[src/rtl/mem_arbiter.sv]
// Two-port memory arbiter: CPU and loader share one memory port, CPU favoured
// with a bounded number of wins before a pending loader is forced through.
module mem_arbiter #(
    parameter int unsigned AW       = 32,
    parameter int unsigned DW       = 32,
    parameter int unsigned RD_LAT   = 1,
    parameter int unsigned MAX_WAIT = 4
) (
    input  logic          clk,
    input  logic          reset_n,
    input  logic          cpu_req,
    input  logic          cpu_we,
    input  logic [AW-1:0] cpu_addr,
    input  logic [DW-1:0] cpu_wdata,
    output logic          cpu_ack,
    output logic [DW-1:0] cpu_rdata,
    input  logic          ldr_req,
    input  logic          ldr_we,
    input  logic [AW-1:0] ldr_addr,
    input  logic [DW-1:0] ldr_wdata,
    output logic          ldr_ack,
    output logic [DW-1:0] ldr_rdata,
    output logic          mem_en,
    output logic          mem_we,
    output logic [AW-1:0] mem_addr,
    output logic [DW-1:0] mem_wdata,
    input  logic [DW-1:0] mem_rdata,
    output logic          busy,
    output logic          owner
);

    localparam int unsigned WW = $clog2(MAX_WAIT + 2);
    localparam int unsigned CW = 3;

    typedef enum logic [1:0] {IDLE, ACCESS, WAIT, DONE} state_t;

    state_t          state_q, state_d;
    logic            we_q, we_d;
    logic            owner_q, owner_d;
    logic [WW-1:0]   ldr_wait_q, ldr_wait_d;
    logic [CW-1:0]   cnt_q, cnt_d;
    logic            mem_en_q, mem_en_d;
    logic            mem_we_q, mem_we_d;
    logic [AW-1:0]   mem_addr_q, mem_addr_d;
    logic [DW-1:0]   mem_wdata_q, mem_wdata_d;
    logic            cpu_ack_q, cpu_ack_d;
    logic            ldr_ack_q, ldr_ack_d;
    logic [DW-1:0]   cpu_rdata_q, cpu_rdata_d;
    logic [DW-1:0]   ldr_rdata_q, ldr_rdata_d;
    logic            busy_q, busy_d;
    logic            grant_ldr_c;

    // Next-state, arbitration and registered-output computation
    always_comb begin
        state_d     = state_q;
        we_d        = we_q;
        owner_d     = owner_q;
        ldr_wait_d  = ldr_wait_q;
        cnt_d       = cnt_q;
        mem_en_d    = 1'b0;
        mem_we_d    = 1'b0;
        mem_addr_d  = mem_addr_q;
        mem_wdata_d = mem_wdata_q;
        cpu_ack_d   = 1'b0;
        ldr_ack_d   = 1'b0;
        cpu_rdata_d = cpu_rdata_q;
        ldr_rdata_d = ldr_rdata_q;
        grant_ldr_c = 1'b0;

        case (state_q)
            IDLE: begin
                if (cpu_req || ldr_req) begin
                    grant_ldr_c = ldr_req && (!cpu_req || ldr_wait_q == WW'(MAX_WAIT));
                    owner_d     = grant_ldr_c;
                    we_d        = grant_ldr_c ? ldr_we    : cpu_we;
                    mem_addr_d  = grant_ldr_c ? ldr_addr  : cpu_addr;
                    mem_wdata_d = grant_ldr_c ? ldr_wdata : cpu_wdata;
                    if (grant_ldr_c) begin
                        ldr_wait_d = '0;
                    end else if (ldr_req && ldr_wait_q < WW'(MAX_WAIT)) begin
                        ldr_wait_d = ldr_wait_q + WW'(1);
                    end
                    mem_en_d = 1'b1;
                    mem_we_d = we_d;
                    state_d  = ACCESS;
                end
            end
            ACCESS: begin
                if (we_q) begin
                    state_d   = DONE;
                    cpu_ack_d = !owner_q;
                    ldr_ack_d = owner_q;
                end else begin
                    state_d = WAIT;
                    cnt_d   = CW'(RD_LAT - 1);
                end
            end
            WAIT: begin
                if (cnt_q == '0) begin
                    if (owner_q) ldr_rdata_d = mem_rdata;
                    else         cpu_rdata_d = mem_rdata;
                    state_d   = DONE;
                    cpu_ack_d = !owner_q;
                    ldr_ack_d = owner_q;
                end else begin
                    cnt_d = cnt_q - CW'(1);
                end
            end
            DONE:    state_d = IDLE;
            default: state_d = IDLE;
        endcase

        busy_d = (state_d != IDLE);
    end

    // State and output registers
    always_ff @(posedge clk or negedge reset_n) begin
        if (!reset_n) begin
            state_q     <= IDLE;
            we_q        <= 1'b0;
            owner_q     <= 1'b0;
            ldr_wait_q  <= '0;
            cnt_q       <= '0;
            mem_en_q    <= 1'b0;
            mem_we_q    <= 1'b0;
            mem_addr_q  <= '0;
            mem_wdata_q <= '0;
            cpu_ack_q   <= 1'b0;
            ldr_ack_q   <= 1'b0;
            cpu_rdata_q <= '0;
            ldr_rdata_q <= '0;
            busy_q      <= 1'b0;
        end else begin
            state_q     <= state_d;
            we_q        <= we_d;
            owner_q     <= owner_d;
            ldr_wait_q  <= ldr_wait_d;
            cnt_q       <= cnt_d;
            mem_en_q    <= mem_en_d;
            mem_we_q    <= mem_we_d;
            mem_addr_q  <= mem_addr_d;
            mem_wdata_q <= mem_wdata_d;
            cpu_ack_q   <= cpu_ack_d;
            ldr_ack_q   <= ldr_ack_d;
            cpu_rdata_q <= cpu_rdata_d;
            ldr_rdata_q <= ldr_rdata_d;
            busy_q      <= busy_d;
        end
    end

    assign mem_en    = mem_en_q;
    assign mem_we    = mem_we_q;
    assign mem_addr  = mem_addr_q;
    assign mem_wdata = mem_wdata_q;
    assign cpu_ack   = cpu_ack_q;
    assign ldr_ack   = ldr_ack_q;
    assign cpu_rdata = cpu_rdata_q;
    assign ldr_rdata = ldr_rdata_q;
    assign busy      = busy_q;
    assign owner     = owner_q;

endmodule

[config.mk]
export PLATFORM = sky130hd
export DESIGN_NAME = mem_arbiter
export DESIGN_NICKNAME = d
export VERILOG_FILES = /design/src/rtl/mem_arbiter.sv
export SDC_FILE = /design/constraint.sdc
export NUM_CORES = 1
export LEC_CHECK = 0
export CORE_UTILIZATION = 42
export DETAILED_ROUTE_END_ITERATION = 10
export PLACE_DENSITY_LB_ADDON = 0.05
export SYNTH_ARGS = -nofsm -noshare
export SYNTH_HDL_FRONTEND = slang
export SYNTH_SLANG_ARGS = --single-unit
[constraint.sdc]
create_clock -name clk -period 2.15 [get_ports clk]
set_input_delay 0.5375 -clock clk [delete_from_list [all_inputs] [get_ports clk]]
set_output_delay 0.5375 -clock clk [all_outputs]
set_load 0.01 [all_outputs]
==> impl_metrics.tcl <==
set metrics [dict create \
    status "finished clean" \
    cts_buffers 17 \
    grt-ovfl-total 0 \
    n_antenna_cell 0 \
    regArea_um2 3580 \
    worst_setup_hold_path_clk_slew_ps 60 \
    worstPathArrival_ps 1400 \
    cts_hold_buf 0 \
    p_leak_nw 4.30 \
    fin_cells 1060 \
    finClkSkew_ps 6.47 \
    final.min_clock_period_ps 1940 \
    antenna_found_initial 1 \
    layout.nets 1032 \
    dp_cells 1028 \
    postSynthNetCount 745 \
    drc_errors 0 \
    yosysWarningCount 0 \
    path_class "reg -> out" \
    finalSetupViolations 0 \
    fmax_mhz 515 \
    tns_ps 0 \
    crit_family "buffers and inverters" \
    die-width_um 127 \
    synth_top_cell_by_area "dfrtp_1" \
    wl_um 19200 \
    multiInputGateArea_um2 2630 \
    timing.critical_path.buf_inv 1 \
    place_congestion 0.826 \
    clockBufferDepth 2 \
    report.final.hold_viol_count 0 \
    syn2layout_area_growth_pct 58.0 \
    num_io_pins 300 \
    clkLatencyLatePin_ps 420 \
    critPathMaxStageDelay_ps 590 \
    drive_gt1_share_pct 11.7 \
    ctsHtreeMaxLevel 4 \
    syn_area_um2 6570 \
    grt_max_degree 68 \
    yosys.area_share.simple_pct 15.4 \
    critPathMaxFanout 4 \
    viasPerCell 5.39 \
    synth_adder_area_share_pct 1.33 \
    finalMaxSlewViolations 0 \
    final_common_cell "clkdlybuf4s50_1" \
    fin_crit_sh_pct 90.3 \
    ys_seq_area_share_pct 54.5 \
    port_buffers 299 \
    crit_cells 1 \
    dieArea_um2 16100 \
    drtIter0Drc 258 \
    die_y_um 127 \
    avgSynthCellArea_um2 11.5 \
    dp_hpwl_um 13500 \
    vias 5711 \
    clock-sinks 143 \
    first_global_vias 6017 \
    synth_xor_area_share_pct 0 \
    maxCapViolations 0 \
    crit_chain "clkdlybuf4s50_1" \
    slew-limit-headroom_pct 68.0 \
    cts_resized 0 \
    grt_setup_unrepaired "false" \
    wl_per_cell_um 18.1 \
    cts_tree "yes" \
    grt_pass1_wl_um 30800 \
    start_util_pct 43.2 \
    synth_mux_area_share_pct 11.1 \
    netlist_instances 572 \
    synth_cell_type_count 34 \
    powerDensity_nw_per_um2 1440 \
    synth.area.top_cells "dfrtp_1 54%, mux2_1 10%, nand2_1 7.7%, o211ai_2 7.1%, nand4_1 6.1%" \
    row_count 45 \
    post-cts-setup-buffer-count 0 \
    core_um2 15200 \
    synth.top_cell.area_share_pct 54.5 \
    worst_pin_slew_ps 480 \
    fillers 1158 \
    cp.required_ps 1610 \
    synth_compound_area_share_pct 12.0 \
    ir_drop_v 0.000750 \
    drt_first_pass_iters 4 \
    synth_top_family_by_area "simple AND/OR/NAND/NOR gates" \
    start_kind "flop" \
    worst_setup_path_end_kind "primary output" \
    worstRegToRegCells 6 \
    hold_class "in -> async" \
    ys_seq_elements 143 \
    cts-root-buf "clkbuf_16" \
    worst_path_max_delay_cell "clkdlybuf4s50_1" \
    grtUsageTotal_pct 24.4 \
    drtAntennaViolNets 0 \
    final_cell_mix "297 x clkdlybuf4s50_1, 143 x dfrtp_1, 135 x nand2_1" \
]
-- routing by layer --
layer	part of all wire (%)	GRT usage (%)	routed length, µm
met1	40	27.9	7600
met2	51	42.2	9720
met3	6.6	7.20	1280
met4	3.0	11.3	584
met5	0.083	0	16
-- Yosys cell counts --
master	n
a32oi_1	1
o21bai_1	1
and4b_1	2
o22ai_1	2
dfrtp_1	143
a31oi_1	1
mux2_2	5
ha_1	7
buf_2	15
buf_6	12
a22oi_1	1
inv_2	1
a21bo_1	1
nand3_2	2
inv_1	9
o21ai_2	1
o21ai_0	5
o211ai_1	27
nand4_1	64
nor2_4	1
a21boi_2	1
o211ai_2	37
nand2_1	135
nor2b_1	1
nand3_1	3
mux2_1	60
buf_4	9
a211oi_1	1
a21oi_1	2
a22o_1	1
nor2_1	6
clkbuf_1	10
nor4b_1	1
buf_1	4
-- layout make-up --
type / count / share of cell area [%]
timing repair buffer: 318 / 31.4
tap: 188 / 2.27
sequential: 143 / 34.5
clock buffer: 18 / 4.14
clock inverter: 14 / 2.00
multi-input combinational: 369 / 25.3
inverter: 10 / 0.362
-- flip-flops by register name, indices dropped and copies added, names as in the netlist, 2 cells and up --
name	count
mem_wdata	32
cnt_q	3
ldr_rdata	32
cpu_rdata	32
state_q	2
mem_addr	32
ldr_wait_q	3
-- path summary, 6_finish.rpt --
path                       slack, ps          start             to
setup / recovery                 210          owner          owner
hold / removal                    60        reset_n   ldr_rdata[5]
setup reg to reg                 390       cnt_q[0]   ldr_rdata[0]
hold reg to reg                  490  cpu_rdata[18]  cpu_rdata[18]
max in group asynchronous       1530        reset_n    mem_addr[4]
min in group clk                 490  cpu_rdata[18]  cpu_rdata[18]
-- per-stage QoR --
stage / utilization (%) / total power, mW / hold WS [ps] / worst slack, ps / cell area (µm²)
2_1_floorplan: - / 8.14 / 242 / 598 / 6570
3_3_place_gp: 64.1 / 11.6 / 469 / 82.9 / 9740
3_5_place_dp: 64.1 / 11.9 / 477 / 38.6 / 9740
4_1_cts: 68.2 / 15.1 / 63.3 / 181 / 10400
5_1_grt: 68.2 / 15.8 / 83.0 / 151 / 10400
6_report: 68.2 / 14.9 / 55.9 / 210 / 10400
-- power by group --
group          switching, mW  internal, mW  total (mW)
clock                   1.19          1.97        3.15
sequential             0.730          4.04        4.77
combinational           3.24          3.76        7.00
total                   5.16          9.77        14.9
-- cells by family (layout without fill, tap and decap cells) --
kind of cell               Yosys count  in the layout
AOI/OAI and AO/OA                   82             82
adders and majority gates            7              7
buffers and inverters               60            360
DFF                                143            143
muxes                               65             65
and+or+nand+nor                    215            215
No activity file was read; power rests on OpenSTA's default activity.
